<file path="config.mk">
export PLATFORM = sky130hd
export DESIGN_NAME = pc_seq_ctrl
export DESIGN_NICKNAME = d
export VERILOG_FILES = /design/src/rtl/pc_seq_pkg.sv /design/src/rtl/pc_seq_ctrl_npc_calc.sv /design/src/rtl/pc_seq_ctrl.sv
export SDC_FILE = /design/constraint.sdc
export NUM_CORES = 1
export LEC_CHECK = 0
export BUFFER_PORTS_ARGS = -buffer_cell sky130_fd_sc_hd__buf_2
export CAP_MARGIN = 20
export CORE_MARGIN = 3
export CORE_UTILIZATION = 48
export DETAILED_ROUTE_END_ITERATION = 16
export GPL_TIMING_DRIVEN = 0
export PLACE_DENSITY_LB_ADDON = 0.08
export SLEW_MARGIN = 5
export SYNTH_ARGS = -nofsm -noshare
export SYNTH_HDL_FRONTEND = slang
export SYNTH_SLANG_ARGS = --single-unit
</file>
<file path="constraint.sdc">
create_clock -name clk_i -period 8.21 [get_ports clk_i]
set_clock_uncertainty 0.2 [all_clocks]
set_input_delay 2.0525 -clock clk_i [delete_from_list [all_inputs] [get_ports clk_i]]
set_output_delay 2.0525 -clock clk_i [all_outputs]
set_load 0.02 [all_outputs]
</file>
<file path="src/rtl/pc_seq_pkg.sv">
// Shared definitions for the PC sequencing controller: FSM state codes,
// next-address source selector and default vector addresses.
package pc_seq_pkg;

  localparam int          ADDR_W_DEF   = 30;
  localparam logic [29:0] RESET_PC_DEF = 30'hbff;
  localparam logic [29:0] EXC_VEC_DEF  = 30'h0020;

  localparam logic [2:0] ST_IDLE   = 3'd0;
  localparam logic [2:0] ST_FETCH  = 3'd1;
  localparam logic [2:0] ST_DECODE = 3'd2;
  localparam logic [2:0] ST_EXEC   = 3'd3;
  localparam logic [2:0] ST_UPDATE = 3'd4;
  localparam logic [2:0] ST_TRAP   = 3'd5;

  typedef enum logic [2:0] {
    NPC_SEQ  = 3'd0,
    NPC_BR   = 3'd1,
    NPC_J    = 3'd2,
    NPC_JR   = 3'd3,
    NPC_ERET = 3'd4,
    NPC_VEC  = 3'd5
  } npc_src_e;

endpackage

</file>
<file path="src/rtl/pc_seq_ctrl_npc_calc.sv">
// Combinational next-word-address mux: sequential, branch, jump, jr, eret
// and vector targets, selected by the npc source code. All sums wrap modulo 2^ADDR_W.
module npc_calc
  import pc_seq_pkg::*;
#(
  parameter int                ADDR_W  = ADDR_W_DEF,
  parameter logic [ADDR_W-1:0] EXC_VEC = EXC_VEC_DEF
) (
  input  logic [2:0]        src_i,
  input  logic [ADDR_W-1:0] pc_i,
  input  logic [15:0]       imm16_i,
  input  logic [25:0]       jidx_i,
  input  logic [31:0]       rs_val_i,
  input  logic [ADDR_W-1:0] epc_i,
  output logic [ADDR_W-1:0] npc_o
);

  logic [ADDR_W-1:0] pc1_s;
  logic [ADDR_W-1:0] br_s;
  logic [ADDR_W-1:0] j_s;

  assign pc1_s = pc_i + {{(ADDR_W-1){1'b0}}, 1'b1};
  assign br_s  = pc1_s + {{(ADDR_W-16){imm16_i[15]}}, imm16_i};
  // Jump keeps the top region bits of the incremented PC.
  assign j_s   = {pc1_s[ADDR_W-1:26], jidx_i};

  // Target select
  always_comb begin
    npc_o = pc1_s;
    case (src_i)
      NPC_SEQ:  npc_o = pc1_s;
      NPC_BR:   npc_o = br_s;
      NPC_J:    npc_o = j_s;
      NPC_JR:   npc_o = rs_val_i[ADDR_W+1:2];
      NPC_ERET: npc_o = epc_i;
      NPC_VEC:  npc_o = EXC_VEC;
      default:  npc_o = pc1_s;
    endcase
  end

endmodule

</file>
<file path="src/rtl/pc_seq_ctrl.sv">
// Fetch/decode/execute/update sequencer driving the PC register, with
// exception/interrupt hand-off to EPC. Strobes are decoded from the state register.
module pc_seq_ctrl
  import pc_seq_pkg::*;
#(
  parameter int                ADDR_W   = ADDR_W_DEF,
  parameter logic [ADDR_W-1:0] RESET_PC = RESET_PC_DEF,
  parameter logic [ADDR_W-1:0] EXC_VEC  = EXC_VEC_DEF
) (
  input  logic              clk_i,
  input  logic              reset_i,
  input  logic              os_i,
  input  logic [ADDR_W-1:0] pc_i,
  input  logic              imem_ack_i,
  input  logic [15:0]       imm16_i,
  input  logic [25:0]       jidx_i,
  input  logic [31:0]       rs_val_i,
  input  logic              is_br_i,
  input  logic              br_taken_i,
  input  logic              is_j_i,
  input  logic              is_jr_i,
  input  logic              is_eret_i,
  input  logic [ADDR_W-1:0] epc_i,
  input  logic              exec_done_i,
  input  logic              exc_req_i,
  input  logic              int_req_i,
  input  logic              int_en_i,
  output logic              imem_req_o,
  output logic              ir_wr_o,
  output logic [ADDR_W-1:0] next_pc_o,
  output logic              pc_wr_o,
  output logic              pc_en_o,
  output logic              epc_wr_o,
  output logic [ADDR_W-1:0] epc_val_o,
  output logic              addr_err_o,
  output logic [2:0]        state_o
);

  logic [2:0]        state_q;
  logic [2:0]        state_d;
  logic [2:0]        flow_src_s;
  logic [2:0]        src_s;
  logic [ADDR_W-1:0] npc_s;
  logic              jr_bad_s;
  logic              int_take_s;

  assign jr_bad_s   = is_jr_i & (rs_val_i[1:0] != 2'b00);
  assign int_take_s = int_req_i & int_en_i;

  // Normal-flow target source, highest priority first
  always_comb begin
    flow_src_s = NPC_SEQ;
    if (is_eret_i) begin
      flow_src_s = NPC_ERET;
    end else if (is_jr_i) begin
      flow_src_s = NPC_JR;
    end else if (is_j_i) begin
      flow_src_s = NPC_J;
    end else if (is_br_i & br_taken_i) begin
      flow_src_s = NPC_BR;
    end else begin
      flow_src_s = NPC_SEQ;
    end
  end

  assign src_s = (state_q == ST_TRAP) ? NPC_VEC : flow_src_s;

  npc_calc #(
    .ADDR_W  (ADDR_W),
    .EXC_VEC (EXC_VEC)
  ) u_npc_calc (
    .src_i    (src_s),
    .pc_i     (pc_i),
    .imm16_i  (imm16_i),
    .jidx_i   (jidx_i),
    .rs_val_i (rs_val_i),
    .epc_i    (epc_i),
    .npc_o    (npc_s)
  );

  // Next-state logic; os low overrides every state
  always_comb begin
    state_d = state_q;
    if (!os_i) begin
      state_d = ST_IDLE;
    end else begin
      case (state_q)
        ST_IDLE:   state_d = ST_FETCH;
        ST_FETCH:  state_d = imem_ack_i ? ST_DECODE : ST_FETCH;
        ST_DECODE: state_d = exc_req_i ? ST_TRAP : ST_EXEC;
        ST_EXEC: begin
          if (exc_req_i) begin
            state_d = ST_TRAP;
          end else if (exec_done_i) begin
            state_d = jr_bad_s ? ST_TRAP : ST_UPDATE;
          end else begin
            state_d = ST_EXEC;
          end
        end
        ST_UPDATE: state_d = ST_FETCH;
        ST_TRAP:   state_d = ST_FETCH;
        default:   state_d = ST_IDLE;
      endcase
    end
  end

  // State register
  always_ff @(posedge clk_i or negedge reset_i) begin
    if (!reset_i) begin
      state_q <= ST_IDLE;
    end else begin
      state_q <= state_d;
    end
  end

  // Output decode from the registered state
  always_comb begin
    imem_req_o = 1'b0;
    ir_wr_o    = 1'b0;
    pc_wr_o    = 1'b0;
    epc_wr_o   = 1'b0;
    epc_val_o  = {ADDR_W{1'b0}};
    addr_err_o = 1'b0;
    next_pc_o  = npc_s;
    case (state_q)
      ST_IDLE: next_pc_o = RESET_PC;
      ST_FETCH: begin
        imem_req_o = 1'b1;
        ir_wr_o    = imem_ack_i;
      end
      ST_DECODE: next_pc_o = npc_s;
      ST_EXEC:   addr_err_o = exec_done_i & ~exc_req_i & jr_bad_s;
      ST_UPDATE: begin
        pc_wr_o = 1'b1;
        if (int_take_s) begin
          // Save the address this instruction would have continued to.
          next_pc_o = EXC_VEC;
          epc_wr_o  = 1'b1;
          epc_val_o = npc_s;
        end else begin
          next_pc_o = npc_s;
        end
      end
      ST_TRAP: begin
        pc_wr_o   = 1'b1;
        next_pc_o = EXC_VEC;
        epc_wr_o  = 1'b1;
        epc_val_o = pc_i;
      end
      default: next_pc_o = RESET_PC;
    endcase
  end

  assign pc_en_o = pc_wr_o;
  assign state_o = state_q;

endmodule

</file>
== Yosys cells after proc, flatten, opt, wreduce, memory -nomap -nowiden ==
Cells that the tools add are included.

* Register bits after elaboration: 3

* Add/sub/neg operators: 2
* Eq/ne operators: 10
* Mux-type cells: 23
* Bitwise operators: 6
* Reduce and logical (&&, ||, !) cells: 5

{| class="wikitable"
|+ Operators with widths
! cell !! count
|-
| 30-bit one-hot mux with 5 select lines || 1
|-
| 30-bit one-hot mux with 3 select lines || 1
|-
| 30-bit 2-to-1 mux || 2
|-
| 30-bit one-hot mux with 2 select lines || 1
|-
| 30-bit by 1-bit adder with 30-bit output, second input constant || 1
|-
| 30-bit adder || 1
|-
| 3-bit 2-to-1 mux || 6
|-
| 3-bit by 2-bit == test with 1-bit output, second input constant || 4
|-
| 3-bit == test, second input constant || 4
|-
| 3-bit one-hot mux with 4 select lines || 1
|-
| 1-bit 2-to-1 mux || 7
|-
| 3-bit by 1-bit == test with 1-bit output, second input constant || 2
|-
| 2-bit 2-to-1 mux || 3
|-
| 3-bit OR reduction || 2
|-
| 1-bit AND || 5
|-
| 3-bit zero test || 1
|-
| 1-bit one-hot mux with 2 select lines || 1
|-
| 2-bit nonzero test || 1
|-
| 2-bit OR reduction || 1
|-
| 1-bit inverter || 1
|}

== Depth between registers and ports, before layout ==
* Depth in word-level cells: 10
* Gate-level depth with buffers: 15
* Depth with buffers taken out: 14

== Hierarchy ==
From an unflattened synthesis, not the netlist that was laid out.

* Cell total of the unflattened synthesis: 653
* Area total of the unflattened synthesis: 4,538.1 µm²

{| class="wikitable"
|+ Modules (own cells, without submodules)
! module !! instances !! cells an instance !! area each (µm²) !! seq. area each (µm²)
|-
| npc_calc || 1 || 547 || 3,651.0 || 0.0
|-
| pc_seq_ctrl || 1 || 106 || 887.1 || 75.1
|}

== Worst setup path after synthesis ==
OpenSTA, ideal clock, no wires.

* Path kind: input port to output port
* From: in pc_i[3]
* To: out epc_val_o[29]
* Arrival: 5.269 ns
* Required time: 5.957 ns
* Slack: 0.688 ns
* Stages: 15
* Buffers on the path: 1
* Path through: and4_4 nand4_2 nor4_2 nand2_1 xnor2_1 ha_1 buf_2 nand2_1 o21ai_0 nor3_1 or2_2 o31ai_2 a21oi_2 xnor2_1 o311ai_1

* Longest elaborated chain between the ends: 5

{| class="wikitable"
|+ RTL lines
! element !! line !! source
|-
| start: declaration || pc_seq_ctrl.sv:13 || <nowiki>input logic [ADDR_W-1:0] pc_i,</nowiki>
|-
| 30-bit by 1-bit adder with 30-bit output (*) || pc_seq_ctrl_npc_calc.sv:22 || <nowiki>assign pc1_s = pc_i + {{(ADDR_W-1){1'b0}}, 1'b1};</nowiki>
|-
| 30-bit adder || pc_seq_ctrl_npc_calc.sv:23 || <nowiki>assign br_s = pc1_s + {{(ADDR_W-16){imm16_i[15]}}, imm16_i};</nowiki>
|-
| 30-bit one-hot mux with 5 select lines (*) || pc_seq_ctrl_npc_calc.sv:30 || <nowiki>case (src_i)</nowiki>
|-
| 30-bit 2-to-1 mux (*) || pc_seq_ctrl.sv:135 || <nowiki>if (int_take_s) begin</nowiki>
|-
| 30-bit one-hot mux with 2 select lines (*) || pc_seq_ctrl.sv:125 || <nowiki>case (state_q)</nowiki>
|-
| end: declaration || pc_seq_ctrl.sv:34 || <nowiki>output logic [ADDR_W-1:0] epc_val_o,</nowiki>
|}

Every way passes the cells marked *; elsewhere a longest branch is shown, timed or not.

== Worst setup path in the final report ==
* From: in pc_i[2]
* To: out epc_val_o[26]

The elaborated chain is that of the path after synthesis.

==> results.ini <==
[die]
die_w_um=98.9
fp-row-count=33
start_util_pct=49.9
io_pins=216
core_area_um2=8300
die_area_um2=9780
die_y_um=98.9

[final_layout]
fill_cells=805
fin_cells=939
drive_gt1_share_pct=33.3
syn_to_final_growth_pct=31.3
largest_reg_flops=3
design_area_um2=5440
n_antenna_cell=0
fin_nets=1019

[global_routing]
grt_pass1_vias=5775
grt_overflow_total=0
gr-usage-all-layers_pct=38.1
grt_max_degree=19
antenna_found_initial=0
grt_pass1_wl_um=30000

[logic_synthesis]
synth_fp_nets=798
synthCells=614
synth-edff-count=0
yosysUniqueCellTypes=78
yosys_warnings=0
postSynth.asyncResetShare_pct=100
synth-main-ff-cell=dfrtp_1
synth_area_um2=4140
yosysSeqAreaShare_pct=1.81
synth_seq_cells=3
syn_avg_cell_area_um2=6.75

[worst_setup_path]
path_cells=buf_2 > and4_4 > nand2_1 > nor2_1 > nand3_1 > xnor2_1 > ha_1 > a21oi_1 > o21ai_0 > a21o_1 > a31oi_1 > o31ai_2 > o41ai_2 > a21boi_1 > o211ai_1 > buf_2
cp.required_ns=5.96
cpMaxStageDelayCell=o41ai_2
cp_top_family=compound AO/OA/AOI/OAI gates
startpoint_type=input port
rr_worst_depth=6
critPathBufInv=2
crit_path_end_kind=output pin
critPathMaxStageDelay_ns=0.44
arrival_ns=5.80
startpoint=pc_i[2]
r2r-start=state_o[1]
critPathMostFrequentCell=buf_2
cp_num_cells=16
crit_type=input port to output pin
path_max_fanout=7

[clocking]
cts_buffers=3
ctsLongestPathBuffers=2
post-cts-setup-buffers=0
cts_tree=done
cts_resized=1
clkSlewWorstSetupHoldPaths_ns=0.03
h-tree-depth=1
root_buffer=clkbuf_8
hold_buffers=0
clock_latency_ns=0.22
clock_sinks=3

[route]
drtIter0Drc=668
vias=6159
drc=0
dr.pass1.iters=8
wl_per_cell_um=21.2
via_per_inst=6.56
routed_wl_um=19900
ant_nets=0

[timing]
hold_viol=0
min_period_ns=8.05
rsz0062_at_grt=no
maxClockFrequency_mhz=124
drv_slew=0
setup_viol=0
worst_pin_slew_ns=0.849
whs_ns=0.534
maxSlewHeadroom_pct=43.4
fin_crit_sh_pct=98.0
finalWorstSetupSlack_ns=0.160

[worst_hold_path]
whs_path_depth=4
hold_path_startpoint=state_o[1]
hold_path.class=flip-flop to flip-flop

[run]
drv_cap=0

[pwr]
p_leak_nw=2.65
p_per_area_nw_per_um2=79.7
ir_worst_vdd_uv=85.4

[place]
placedCellCount=934
gp_congestion=1.03
pre_cts_ws_ns=-0.0209
dpl_cell_area_um2=5350
io_buffers=215
dp_hpwl_um=15900

[outcome]
status=finished, final reports clean

routing by layer:
layer	vias up	wire, µm	GRT usage, %
li1	2803	-	-
met1	2809	7410	47.1
met2	478	9310	65.9
met3	69	2400	5.94
met4	0	789	14.6
met5	-	0	0
cell usage in the layout, fill, tap and decap left out, types with 6 or more instances in the layout:
cell	instances
nand3_1	22
nand4_1	13
clkbuf_8	6
o21ai_0	60
inv_1	9
o31ai_1	6
and3_1	8
nor2_1	49
xor2_1	15
a22o_1	9
a222oi_1	26
buf_2	227
a21oi_1	39
ha_1	35
nor3_1	18
a21o_1	15
and2_1	11
o21ai_1	11
o21bai_1	7
nand2_1	79
clkbuf_1	16
xnor2_1	30
stage by stage:
stage | power (mW) | util (%) | setup TNS, ns
after floorplan | 0.248 | - | 0
after global placement | 0.370 | 64.5 | -0.0365
after detailed placement | 0.375 | 64.5 | -0.0209
after CTS | 0.421 | 65.0 | 0
after global routing | 0.461 | 65.5 | 0
final | 0.434 | 65.5 | 0
cells in the mapped netlist, types with 10 or more instances:
| library cell | number | area, µm² |
|---|---|---|
| nand3_1 | 22 | 110 |
| a21oi_1 | 39 | 195 |
| nand4_1 | 13 | 81.3 |
| nor3_1 | 18 | 90.1 |
| a21o_1 | 15 | 113 |
| xnor2_1 | 31 | 272 |
| o21ai_0 | 61 | 305 |
| xor2_1 | 15 | 131 |
| nand2_1 | 79 | 297 |
| buf_2 | 12 | 60.1 |
| ha_1 | 36 | 450 |
| o21ai_1 | 10 | 50.1 |
| and2_1 | 11 | 68.8 |
| a222oi_1 | 26 | 260 |
| nor2_1 | 50 | 188 |
| clkbuf_1 | 15 | 56.3 |
power breakdown:
part | leakage (nW) | total, mW | internal [mW] | switching (mW)
Combinational | 2.59 | 0.373 | 0.145 | 0.228
Clock | 0.0228 | 0.0443 | 0.0332 | 0.0111
Sequential | 0.0395 | 0.0161 | 0.0157 | 0.000419
cells by family (layout without fill, tap and decap cells):
| group | after synthesis | in the layout | share of synthesized area [%] |
|---|---|---|---|
| adders and majority gates | 37 | 37 | 11.4 |
| muxes | 5 | 5 | 1.21 |
| DFF | 3 | 3 | 1.81 |
| xor gates and xnor gates | 46 | 46 | 9.73 |
| and+or+nand+nor | 246 | 246 | 30.8 |
| buffers and inverters | 48 | 268 | 6.04 |
| AOI/OAI and AO/OA | 229 | 229 | 39.1 |
layout make-up:
class / count / area [µm²] / share of cell area (%)
Timing Repair Buffer: 216 / 1080 / 19.9
Tap cell: 105 / 131 / 2.42
Buffer: 39 / 216 / 3.98
Inverter: 9 / 33.8 / 0.621
Sequential cell: 3 / 75.1 / 1.38
Clock buffer: 4 / 45.0 / 0.828
Multi-Input combinational cell: 563 / 3850 / 70.9
worst reg2reg max path: cells and delay by family (launching register included):
kind	cells	cell delay [ns]
compound gates	2	0.30
buf+inv	1	0.20
flops	1	0.33
simple gates	3	0.56
path summary, 6_finish.rpt:
check                                      to  slack, ns
worst max-delay path            epc_val_o[26]       0.16
max in group asynchronous          state_o[2]       6.28
worst min register to register     state_o[1]       0.53
worst max register to register     state_o[0]       6.56
min in group asynchronous          state_o[0]       1.42
worst min-delay path               state_o[1]       0.53
(Power assumes the default switching activity.)
